<file path="src/rtl/fetch_pkg.sv">
// Shared types and constants for the instruction fetch front end.
package fetch_pkg;

  typedef enum logic [1:0] {
    S_REQ  = 2'd0,
    S_WAIT = 2'd1,
    S_HOLD = 2'd2
  } fetch_state_e;

  localparam int unsigned PC_INC           = 4;
  localparam logic [31:0] DEFAULT_RESET_PC = 32'h0000_0000;

endpackage

</file>
<file path="src/rtl/pc_target_calc.sv">
// Branch resolution: computes the taken flag, the word-aligned target and
// whether the raw target sum was misaligned.
module pc_target_calc #(
  parameter int XLEN = 32
) (
  input  logic            i_branch,
  input  logic            i_zero,
  input  logic [XLEN-1:0] i_ex_pc,
  input  logic [XLEN-1:0] i_imm_shifted,
  output logic            o_take,
  output logic [XLEN-1:0] o_target,
  output logic            o_misalign
);

  logic [XLEN-1:0] w_sum;

  assign w_sum      = i_ex_pc + i_imm_shifted;
  assign o_take     = i_branch & i_zero;
  assign o_target   = {w_sum[XLEN-1:2], 2'b00};
  assign o_misalign = o_take & (|w_sum[1:0]);

endmodule

</file>
<file path="src/rtl/pc_fetch_unit.sv">
// Registered, stall-aware fetch engine: one outstanding imem request at a
// time, instruction held for decode until accepted, branch redirect kills wrong-path work.
module pc_fetch_unit
  import fetch_pkg::*;
#(
  parameter int              XLEN     = 32,
  parameter logic [XLEN-1:0] RESET_PC = XLEN'(DEFAULT_RESET_PC)
) (
  input  logic            clk,
  input  logic            reset,
  input  logic            stall,
  input  logic            branch,
  input  logic            zero,
  input  logic [XLEN-1:0] ex_pc,
  input  logic [XLEN-1:0] imm_shifted,
  output logic            imem_req_valid,
  input  logic            imem_req_ready,
  output logic [XLEN-1:0] imem_addr,
  input  logic            imem_rsp_valid,
  input  logic [XLEN-1:0] imem_rsp_data,
  output logic            if_valid,
  input  logic            if_ready,
  output logic [XLEN-1:0] if_instr,
  output logic [XLEN-1:0] if_pc,
  output logic            misalign_err
);

  fetch_state_e    r_state;
  logic [XLEN-1:0] r_pc;
  logic [XLEN-1:0] r_pc_inflight;
  logic            r_kill;
  logic            r_if_valid;
  logic [XLEN-1:0] r_if_instr;
  logic [XLEN-1:0] r_if_pc;
  logic            r_misalign_err;

  logic            w_take;
  logic [XLEN-1:0] w_target;
  logic            w_misalign;

  pc_target_calc #(.XLEN(XLEN)) u_target (
    .i_branch      (branch),
    .i_zero        (zero),
    .i_ex_pc       (ex_pc),
    .i_imm_shifted (imm_shifted),
    .o_take        (w_take),
    .o_target      (w_target),
    .o_misalign    (w_misalign)
  );

  // A redirect cycle never issues a request, so the old pc is never fetched.
  assign imem_req_valid = (r_state == S_REQ) & ~stall & ~reset & ~w_take;
  assign imem_addr      = r_pc;
  assign if_valid       = r_if_valid;
  assign if_instr       = r_if_instr;
  assign if_pc          = r_if_pc;
  assign misalign_err   = r_misalign_err;

  always_ff @(posedge clk) begin
    if (reset) begin
      r_state        <= S_REQ;
      r_pc           <= RESET_PC;
      r_pc_inflight  <= '0;
      r_kill         <= 1'b0;
      r_if_valid     <= 1'b0;
      r_if_instr     <= '0;
      r_if_pc        <= '0;
      r_misalign_err <= 1'b0;
    end else begin
      r_misalign_err <= w_misalign;
      // NOTE: the redirect branch comes first so it outranks stall, response and if_ready.
      if (w_take) begin
        r_pc <= w_target;
        case (r_state)
          S_WAIT: begin
            if (imem_rsp_valid) begin
              r_kill  <= 1'b0;
              r_state <= S_REQ;
            end else begin
              r_kill  <= 1'b1;
            end
          end
          S_HOLD: begin
            r_if_valid <= 1'b0;
            r_state    <= S_REQ;
          end
          default: r_state <= S_REQ;
        endcase
      end else begin
        case (r_state)
          S_REQ: begin
            if (imem_req_valid && imem_req_ready) begin
              r_pc_inflight <= r_pc;
              r_state       <= S_WAIT;
            end
          end
          S_WAIT: begin
            if (imem_rsp_valid) begin
              if (r_kill) begin
                r_kill  <= 1'b0;
                r_state <= S_REQ;
              end else begin
                r_if_instr <= imem_rsp_data;
                r_if_pc    <= r_pc_inflight;
                r_if_valid <= 1'b1;
                r_pc       <= r_pc + XLEN'(PC_INC);
                r_state    <= S_HOLD;
              end
            end
          end
          S_HOLD: begin
            if (if_ready) begin
              r_if_valid <= 1'b0;
              r_state    <= S_REQ;
            end
          end
          default: r_state <= S_REQ;
        endcase
      end
    end
  end

`ifndef SYNTHESIS
  a_rsp_only_in_wait: assert property (
    @(posedge clk) disable iff (reset) imem_rsp_valid |-> (r_state == S_WAIT)
  );
`endif

endmodule

</file>
<file path="config.mk">
export PLATFORM = sky130hd
export DESIGN_NAME = pc_fetch_unit
export DESIGN_NICKNAME = d
export VERILOG_FILES = /design/src/rtl/fetch_pkg.sv /design/src/rtl/pc_target_calc.sv /design/src/rtl/pc_fetch_unit.sv
export SDC_FILE = /design/constraint.sdc
export NUM_CORES = 1
export LEC_CHECK = 0
export ABC_AREA = 1
export CAP_MARGIN = 5
export CORE_MARGIN = 2
export CORE_UTILIZATION = 45
export DETAILED_ROUTE_END_ITERATION = 10
export PLACE_DENSITY = 0.78
export SETUP_SLACK_MARGIN = 0.3
export SYNTH_ARGS = -nofsm -noshare
export SYNTH_HDL_FRONTEND = slang
export SYNTH_SLANG_ARGS = --single-unit
</file>
<file path="constraint.sdc">
create_clock -name clk -period 2.23 [get_ports clk]
set_clock_uncertainty 0.15 [all_clocks]
set_input_delay 0.446 -clock clk [delete_from_list [all_inputs] [get_ports clk]]
set_output_delay 0.446 -clock clk [all_outputs]
set_load 0.01 [all_outputs]
</file>
==> impl_results.md, run 1 <==
* Run status: completed
* Post-synthesis register bit count at 127
* Share of the synthesized area in the top cell type at between 30 and 40%
* Crit path cell chain: inv_4, ha_4, nand2_4, nor3_4, buf_12, buf_6
* Max H-tree Level at 4
* Number of distinct library cells after synthesis at 46
* Power Dens Cells at approximately 750 nW/um^2
* Cell family with most CP delay: flip-flops
* Total wire length after detailed routing at just under 30 mm
* Post-layout minimum cycle time at between 2000 and 2500 ps
* Via count at about 9400
* Number of search-and-repair iterations in the first detailed-routing pass at 5
* Final design area excluding fillers at roughly 13000 sq um
* Wire length of the first global-routing pass at 42.4 mm
* Count of mapped cells out of synthesis at ~1200
* Fraction of registers with async set or reset after synthesis at 0%
* Chip width at 134 microns
* Number of placed I/O pins at a little over 200
* Post-synthesis mux area share at 0%
* Number of endpoints failing setup at the final stage at 0
* Complex-gate fraction of the synthesized area at about 17%
* Post-synthesis simple-gate area fraction at about a third
* Dpl cell area at ~11000 sq um
* Maximum number of pins on one net before global-route repair at 65
* Pwr Total at between 9 and 10 mW
* Standard cell with the maximum stage delay on the critical path: dfxtp_2
* Area Overhead vs Synth at 65.3%
* Top post-synthesis cells by count: nand2_1, nor2_1, dfxtp_1, o21ai_0, inv_1
* Leakage power of the design at 5.82 nW
* Count of synthesis-stage warnings from yosys at 0
* Share of the clock period used by the worst path after layout at 92.0%
* Synth Area in Adders at 6.15%
* Detailed router's first-iteration violation count at roughly 880
* Number of flops mapped to enable cells by yosys at 0
* Hold path depth at 4
* Dominant synthesized flop cell: dfxtp_1
* Worst Hold Margin at roughly 240 ps
* Clock latency reported for the late side of the worst-skew pair at about 420 ps
* Initial Util at between 40% and 50%
* Worst EP arrival at between 1000 and 1500 ps
* Total Die Area at 18100 sq um
* Number of max-cap violations at 0
* Post-detailed-route count of antenna-violating nets at 0
* Share of the synthesized netlist area taken by xor and xnor gates at 2.29%
* Wire per inst at roughly 17 microns
* Die extent in y at around 130 microns
* CTS buffer count at 17
* Hold WC Path Type: primary input to flop
* Number of cells on the worst reg-to-reg path at 10
* Synthesized area per cell at roughly 6.5 sq um
* Slowest Stage Delay on Critical Path at ~340 ps
* Worst Hold Endpoint: misalign_err
* Slew Limit Fails at 0
* Half-perimeter wire length after placement at 18.3 mm
* Overall track demand over capacity in global routing at around 29%
* Total number of cells along the worst setup path at 6
* Site row count at between 40 and 50
* Post-layout util at about three quarters
* Most area-consuming cells after synthesis: dfxtp_1, nand2_1, nor2_1
* Syn Std Cell Area at around 7700 sq um
* Number of failing hold endpoints at the final stage at 0
* Final weighted congestion in routability-driven placement at 0.940
* IR drop worst, VDD at between 0.6 and 0.7 mV
* Total core area at between 15000 and 20000 sq um
* Most used standard cell by instance count after synthesis: nand2_1
* Vias in the first global route at 8757
* Setup slack of the worst register-to-register path at roughly 260 ps
* Main combinational cell family by area after synthesis: simple AND/OR/NAND/NOR gates
* Maximum clock path buffer count at 2
* Layout cell share with drive strength beyond 1 at ~28%
* Unrepaired setup endpoints after global routing: true
* Post-layout nets at roughly 1600
* Grt total ovfl at 0
* Clock tree from TritonCTS: done
* Launch point of the critical path: r_state[1]
* Crit end category: output port
* Critical register-to-register path endpoint: imem_addr[3]
* Max FO, Critical Path at 3
* Vias per std cell at between 5 and 6
* Classification of the worst setup path: flop to output port
* Library cell with the largest summed area after synthesis: dfxtp_1
* Clock Pin Slew Worst Setup and Hold Paths at about 70 ps
* Buffer cell driving the clock tree root: clkbuf_16
* Antenna violations before repair at 1
* Data required time at the worst endpoint at 1630 ps
* Antenna Diode Count at 0
* Combined buffer and inverter count along the critical path at 3
* Source of the worst register-to-register timing path: r_state[1]
* Post-route DRC at 0
* Share of synthesized area occupied by flip-flops and latches at between 30% and 40%
* Port Buffers at between 150 and 200
* Startpoint of the tightest hold check path: imm_shifted[0]
* Number of sinks driven by the clock tree at approximately 130
* Max Clock Freq at 488 MHz
* Critical path launch point type: flop
* Final cell count without fillers at 1705
* # placed instances at between 1500 and 2000
-- cell usage in the layout (no fill, tap or decap), types with 17 or more instances in the layout --
master | Yosys | routed
clkbuf_16 | 0 | 19
dlygate4sd2_1 | 0 | 71
buf_6 | 0 | 21
dfxtp_1 | 127 | 102
a21oi_1 | 90 | 61
clkdlybuf4s50_1 | 0 | 94
dfxtp_2 | 0 | 23
ha_4 | 0 | 31
a21oi_2 | 1 | 25
nand2_4 | 1 | 17
nand2_1 | 248 | 190
nand2_2 | 6 | 47
nor2_2 | 5 | 23
o21ai_0 | 118 | 108
inv_1 | 107 | 100
buf_4 | 4 | 97
nand3_1 | 72 | 57
dlymetal6s2s_1 | 0 | 21
nor2_1 | 198 | 168
-- repair_timing --
action                                  in CTS  in global routing
endpoints found under the setup margin      89                135
gates resized for setup                    230                186
hold endpoints to repair                     0                  0
pin swaps                                   67                 78
gates cloned                                 0                  3
hold buffers                                 0                  0
setup buffers                               13                 16
-- logic make-up after synthesis --
| family | after synthesis |
|---|---|
| xor gates and xnor gates | 20 |
| adders and majority gates | 37 |
| and+or+nand+nor | 584 |
| buffers and inverters | 164 |
| DFF | 127 |
| AOI/OAI and AO/OA | 242 |
| other | 1 |
-- flip-flops by register name, summed over array words and instances (netlist names) --
register / flops
misalign_err: 1
if_valid: 1
r_state: 2
if_pc: 30
r_pc_inflight: 30
if_instr: 32
imem_addr: 30
r_kill: 1
-- worst register-to-register path, delay by kind of cell, from the launching register on --
kind	cells	cell delay, ps
buffers and inverters	4	530
DFF	1	340
AOI/OAI and AO/OA	2	340
and+or+nand+nor	3	330
adders and majority gates	1	210
-- how the worst max path moves through the flow --
stage                           to  slack, ps
floorplan            imem_addr[18]        190
global placement     imem_addr[18]       -420
detailed placement   imem_addr[18]       -480
CTS                 imem_req_valid         80
global route        imem_req_valid        140
finish              imem_req_valid        180
-- layout make-up --
cell class / instances / area (sq um)
Clock buffer: 18 / 429
Timing Repair Buffer: 326 / 3140
Inverter: 113 / 437
Tap cell: 220 / 275
Clock inverter: 14 / 181
Fill cell: 1174 / 3930
Sequential cell: 127 / 2580
Multi-Input combinational cell: 887 / 5610
-- metal layers --
metal | GRT usage (%) | part of all wire (%) | vias up
li1 | - | - | 4433
met5 | 0 | 0.041 | -
met2 | 49.8 | 49 | 480
met4 | 8.60 | 3.6 | 2
met1 | 37.3 | 39 | 4356
met3 | 4.80 | 7.9 | 115
-- through the flow --
step / setup TNS (ps) / setup slack [ps]
3_3_place_gp: -13140 / -418
3_5_place_dp: -15000 / -480
5_1_grt: 0 / 138
2_1_floorplan: 0 / 190
4_1_cts: 0 / 80.9
6_report: 0 / 179
-- power breakdown --
part,internal [mW],leakage (nW),switching [mW],total (mW)
Sequential,2.63,1.04,0.282,2.91
Clock,1.78,0.290,1.11,2.89
Combinational,1.75,4.48,1.97,3.72
Total,6.16,5.82,3.37,9.53
(Power assumes the default switching activity.)
==> run 2, diff against run 1 <==
- MAX_ROUTING_LAYER: default -> met4
==> impl_results.md, run 2 (synthesis results as in run 1) <==
* Total wire length after detailed routing at 30.0 mm (was 29.3 mm)
* Number of endpoints failing setup at the final stage at 0 (unchanged)
* Total negative slack for setup checks at 0 ps (unchanged)
* Worst Hold Margin at 250 ps (was 242 ps)
* Number of sinks driven by the clock tree at 127 (unchanged)
* Worst EP arrival at 1410 ps (was 1450 ps)
* Buffer cell driving the clock tree root: clkbuf_16 (unchanged)
* Post-route DRC at 0 (unchanged)
* Number of search-and-repair iterations in the first detailed-routing pass at 9 (was 5)
* Overall track demand over capacity in global routing at 29.7% (was 29.0%)
* Total core area at 16600 sq um (unchanged)
* Share of the clock period used by the worst path after layout at 90.1% (was 92.0%)
* Final worst setup slack at 220 ps (was 179 ps)
* Area Overhead vs Synth at 68.0% (was 65.3%)
* Area taken by multi-input logic gates at 5680 sq um (was 5610 sq um)
* Leakage power of the design at 5.98 nW (was 5.82 nW)
* Max FO, Critical Path at 2 (was 3)
* Number of failing hold endpoints at the final stage at 0 (unchanged)
* Cell family with most CP delay: flip-flops (unchanged)
* Initial Util at 46.2% (unchanged)
* Max H-tree Level at 4 (unchanged)
* Final weighted congestion in routability-driven placement at 0.949 (was 0.940)
* Area used by sequential logic in the layout at 2570 sq um (was 2580 sq um)
* Wire per inst at 17.4 microns (was 17.2 microns)
* Slew Limit Fails at 0 (unchanged)
* Antenna Diode Count at 0 (unchanged)
* Pre-CTS setup slack at -469 ps (was -480 ps)
* Post-layout nets at 1627 (was 1613)
* Site row count at 47 (unchanged)
* CTS buffer count at 17 (unchanged)
* Dpl cell area at 10600 sq um (about the same)
* Crit path cell chain: inv_2, ha_4, nand2_4, nor3_4, buf_12, buf_6 (was inv_4, ha_4, nand2_4, nor3_4, buf_12, buf_6)
* Maximum number of pins on one net before global-route repair at 64 (was 65)
* Filler cell count in the final layout at 1125 (was 1174)
* Clock latency reported for the late side of the worst-skew pair at 420 ps (about the same)
* Number of placed I/O pins at 203 (unchanged)
* Maximum clock path buffer count at 2 (unchanged)
* Grt total ovfl at 0 (unchanged)
* Detailed router's first-iteration violation count at 796 (was 884)
* Flip-flop count of the largest register after layout at 32 (unchanged)
* Number of max-cap violations at 0 (unchanged)
* Crit end category: output port (unchanged)
* Post-layout minimum cycle time at 2010 ps (was 2050 ps)
* Slowest Stage Delay on Critical Path at 330 ps (was 340 ps)
* Most frequent cells in the layout: nand2_1, nor2_1, buf_4 (was nand2_1, nor2_1, o21ai_0)
* Power Dens Cells at 760 nW/um^2 (was 753 nW/um^2)
* Wire length of the first global-routing pass at 42.3 mm (was 42.4 mm)
* IR drop worst, VDD at 0.680 mV (was 0.643 mV)
* Standard cell with the maximum stage delay on the critical path: dfxtp_2 (unchanged)
* Combined buffer and inverter count along the critical path at 3 (unchanged)
* Clock Pin Slew Worst Setup and Hold Paths at 60 ps (was 70 ps)
* Layout cell share with drive strength beyond 1 at 29.5% (was 27.9%)
* Half-perimeter wire length after placement at 18.5 mm (was 18.3 mm)
* Via count at 9579 (was 9386)
* Antenna violations before repair at 0 (was 1)
* Chip width at 134 microns (unchanged)
* Most common cell after layout, fill and taps aside: nand2_1 (unchanged)
* Data required time at the worst endpoint at 1630 ps (about the same)
* Clock tree from TritonCTS: done (unchanged)
* Port Buffers at 198 (unchanged)
* Vias per std cell at 5.57 (was 5.50)
* Hold WC Path Type: primary input to flop (unchanged)
* Final design area excluding fillers at 12900 sq um (was 12700 sq um)
* Total Die Area at 18100 sq um (unchanged)
* Max Clock Freq at 498 MHz (was 488 MHz)
* Run status: completed (unchanged)
* Vias in the first global route at 8795 (was 8757)
* Post-detailed-route count of antenna-violating nets at 0 (unchanged)
* Classification of the worst setup path: flop to output port (unchanged)
* Die extent in y at 134 microns (unchanged)
* Unrepaired setup endpoints after global routing: true (unchanged)
* Critical path launch point type: flop (unchanged)
[run 2: cell count changes in the layout (fill, tap and decap cells not counted), moves of 5 or more]
| cell | delta |
|---|---|
| o21ai_1 | +8 |
| o21ai_0 | -12 |
| inv_2 | +5 |
| buf_4 | +10 |
[run 2: cell type report]
cell class	count	area share, %
inverter	113	3.34
multi-input combinational	887	44.1
clock inverter	12	1.25
clock buffer	20	3.55
sequential	127	20.0
timing repair buffer	340	25.6
tap	220	2.14
[run 2: what timing repair did]
action	4_1_cts	5_1_grt
cloned	0	7
endpoints found under the hold margin	0	0
resized for setup	246	194
hold buffers	0	0
setup endpoints to repair	88	141
pin swaps	61	69
buffers inserted	22	15
[run 2: worst paths after layout]
path / start / slack (ps) / cells past startpoint / to
worst min register to register: r_pc_inflight[31] / 300 / 2 / if_pc[31]
worst min-delay path: imm_shifted[0] / 250 / 4 / misalign_err
worst max register to register: r_state[1] / 340 / 11 / if_pc[20]
worst max-delay path: r_state[1] / 220 / 6 / imem_req_valid
[run 2: routing by layer]
layer | vias to the layer above | wire length (microns) | global-route usage, %
met5 | - | 0 | -
met1 | 4573 | 11800 | 36.5
met2 | 460 | 14800 | 48.3
met4 | 0 | 937 | 11.3
li1 | 4453 | - | -
met3 | 93 | 2400 | 5.63
[run 2: where the power goes]
group,leakage [nW],internal (mW),switching [mW]
sequential,1.04,2.63,0.272
combinational,4.65,1.90,2.08
clock,0.289,1.82,1.07
total,5.98,6.36,3.42
[run 2: through the flow]
stage	power, mW	cells	util, %
CTS	9.16	1697	72.3
global route	10.2	1719	77.6
floorplan	4.36	1178	-
detailed placement	5.94	1643	63.8
global placement	5.89	1643	63.8
finish	9.78	1719	77.6
[run 2: tightest hold or removal path, cell delays in order]
cell	delay [ps]
buf_6	70
ha_4	110
nor2_1	40
nor3_1	110
==> RTL change: new RTL, settings of run 2 <==
`XLEN` is set to 32 in 2 places; all go to 64.
--- a/src/rtl/pc_target_calc.sv
+++ b/src/rtl/pc_target_calc.sv
@@ -3,3 +3,3 @@
 module pc_target_calc #(
-  parameter int XLEN = 32
+  parameter int XLEN = 64
 ) (
--- a/src/rtl/pc_fetch_unit.sv
+++ b/src/rtl/pc_fetch_unit.sv
@@ -5,3 +5,3 @@
 #(
-  parameter int              XLEN     = 32,
+  parameter int              XLEN     = 64,
   parameter logic [XLEN-1:0] RESET_PC = XLEN'(DEFAULT_RESET_PC)
Ports: changed (6 resized); port bits go from 203 to 395. No check against the original RTL was run, so the function may have changed too.
==> RTL change against run 2 <==
The run now ends with negative setup slack left. Critical path type is now reg -> reg. Global-route usage rose by 14 points. Sequential cell count rose by 128. Worst setup slack got worse by 1.0 ns. Largest power group unchanged. Final area rose by 130%. Synthesized cell count rose by 130%. Wire length rose to 3.5 times the old value. Critical endpoint is now if_instr[60]. Sequential share of layout area fell by 2.4 points. Non-clock buffer count rose by 578. Synthesized area rose by 110%. Power rose by 110%. Combinational power rose to 2.5 times the old value. Largest cell class unchanged.
==> RTL change: results (changes against run 2) <==
- Status: finished with violations
- Violated checks: negative setup slack
- Largest cells by area after synthesis: dfxtp_1 31%, nand2_1 15%, nor2_1 10%, o21ai_0 7.6%, inv_1 6.6%
- XOR/XNOR Fraction of Synth Area: 2.02% (-0.26 points)
- HPWL Detailed: 58.4 mm (+210%)
- Via count: 24.9k (+160%)
- Placer Congestion: 1.01 (+6.8%)
- WL met2: 44.3 mm (+200%)
- Vias in the first global route: 22.8k (+160%)
- Share of layout cells above drive strength 1: 39.7% (+10 points)
- Placed cell area: 24,400 sq um (+130%)
- First-pass GRT wire length: 128 mm (+200%)
- Finish-stage setup viols: 69 (+69)
- Largest net degree at the start of global routing: 90 (+41%)
- Wl on met1: 34.2 mm (+190%)
- Leakage: 13.5 nW (+130%)
- GR Util All Layers: 43.9% (+14 points)
- Synth cell count leaders: 658 x nand2_1, 456 x nor2_1, 290 x inv_1
- Netlist cell types: 52 (+13%)
- Seq/Total Area, Yosys: 31.0% (-2.2 points)
- Tcrit/Tclk final: 137% (+46 points)
- Net Switching: 0.00844 W (+150%)
- Place WS: -0.871 ns (-0.402 ns)
- Htree depth: 1 (-3)
- Clock Tree Buf Depth: 3 (+1)
- Synth Area in Adders: 5.30% (-0.85 points)
- Initial antenna violation count: 11 (+11)
- DRT Pass-1 Iters: 8 (-1)
- Largest register FFs: 64 (+100%)
- Post-layout net count: 3,795 (+130%)
- Met3 wire length: 15.0 mm (+530%)
- Worst Setup Slack, final: -0.814 ns (-1.03 ns)
- Starting DRT DRC Count: 3,917 (+390%)
- Post-synthesis compound-gate area fraction: 16.9% (+0.049 points)
-- RTL change: cell count changes in the layout (fill, tap and decap cells not counted), moves of 40 or more --
| cell | change |
|---|---|
| a21oi_1 | +85 |
| buf_2 | +60 |
| buf_4 | +333 |
| buf_6 | +40 |
| clkdlybuf4s50_1 | +121 |
| dfxtp_1 | +100 |
| inv_1 | +150 |
| nand2_1 | +292 |
| nand2_2 | +66 |
| nand2_4 | +49 |
| nor2_1 | +133 |
| nor2_2 | +55 |
| nor2_4 | +72 |
| o21ai_0 | +90 |
-- RTL change: cells by family after synthesis --
| group | after synthesis |
|---|---|
| adders and majority gates | 69 |
| other | 1 |
| DFF | 255 |
| xor gates and xnor gates | 38 |
| AOI/OAI and AO/OA | 523 |
| and+or+nand+nor | 1386 |
| buffers and inverters | 405 |
-- RTL change: repair_timing --
item                                    4_1_cts  5_1_grt
hold buffers                                  0        0
endpoints found under the setup margin      442      428
pin swaps                                   286      154
resized for setup                          1042      379
cloned                                        4       16
buffers inserted                             87       24
-- RTL change: per-stage QoR --
step	instances	TNS [ns]
finish	4040	-7.05
global route	4040	-10.18
CTS	3972	-0.0107
detailed placement	3836	-61.79
global placement	3836	-46.52
floorplan	2680	0
-- RTL change: worst paths after layout --
kind / depth (start not counted) / slack (ns) / start / endpoint
setup / recovery: 14 / -0.81 / r_state[1] / if_instr[60]
hold / removal: 4 / 0.16 / ex_pc[0] / misalign_err
setup reg to reg: 14 / -0.81 / r_state[1] / if_instr[60]
hold reg to reg: 2 / 0.32 / r_pc_inflight[4] / r_pc_inflight[4]
-- RTL change: critical path: stages (launching register included) --
cell     delay (ns)
dfxtp_2        0.34
inv_4          0.08
ha_4           0.15
inv_4          0.04
nor2_4         0.09
inv_2          0.06
nor2_4         0.20
inv_4          0.07
nor2_4         0.16
buf_12         0.12
buf_6          0.09
buf_12         0.15
buf_16         0.20
o21ai_2        0.08
nor2_1         0.86
-- RTL change: per-layer routing --
metal	track usage [%]	vias to the layer above
met1	50.0	11311
li1	-	10378
met3	6.67	924
met4	26.5	0
met2	73.1	2300
met5	-	-
-- RTL change: area by class of cell --
class / instances / area [sq um]
repair buffers: 918 / 8280
clock inverters: 11 / 129
multi-input cells: 2020 / 13500
diodes: 28 / 70.1
inverters: 306 / 1190
well taps: 468 / 586
flip-flops and latches: 255 / 5240
fillers: 2118 / 6560
clock buffers: 34 / 719
-- RTL change: power groups by stage --
stage | combinational, W | sequential [W] | clock (W)
after floorplan | 0.00287 | 0.00607 | 0
after global placement | 0.00680 | 0.00583 | 0
after detailed placement | 0.00697 | 0.00588 | 0
after CTS | 0.00807 | 0.00587 | 0.00442
after global routing | 0.0103 | 0.00608 | 0.00469
final | 0.0100 | 0.00608 | 0.00458
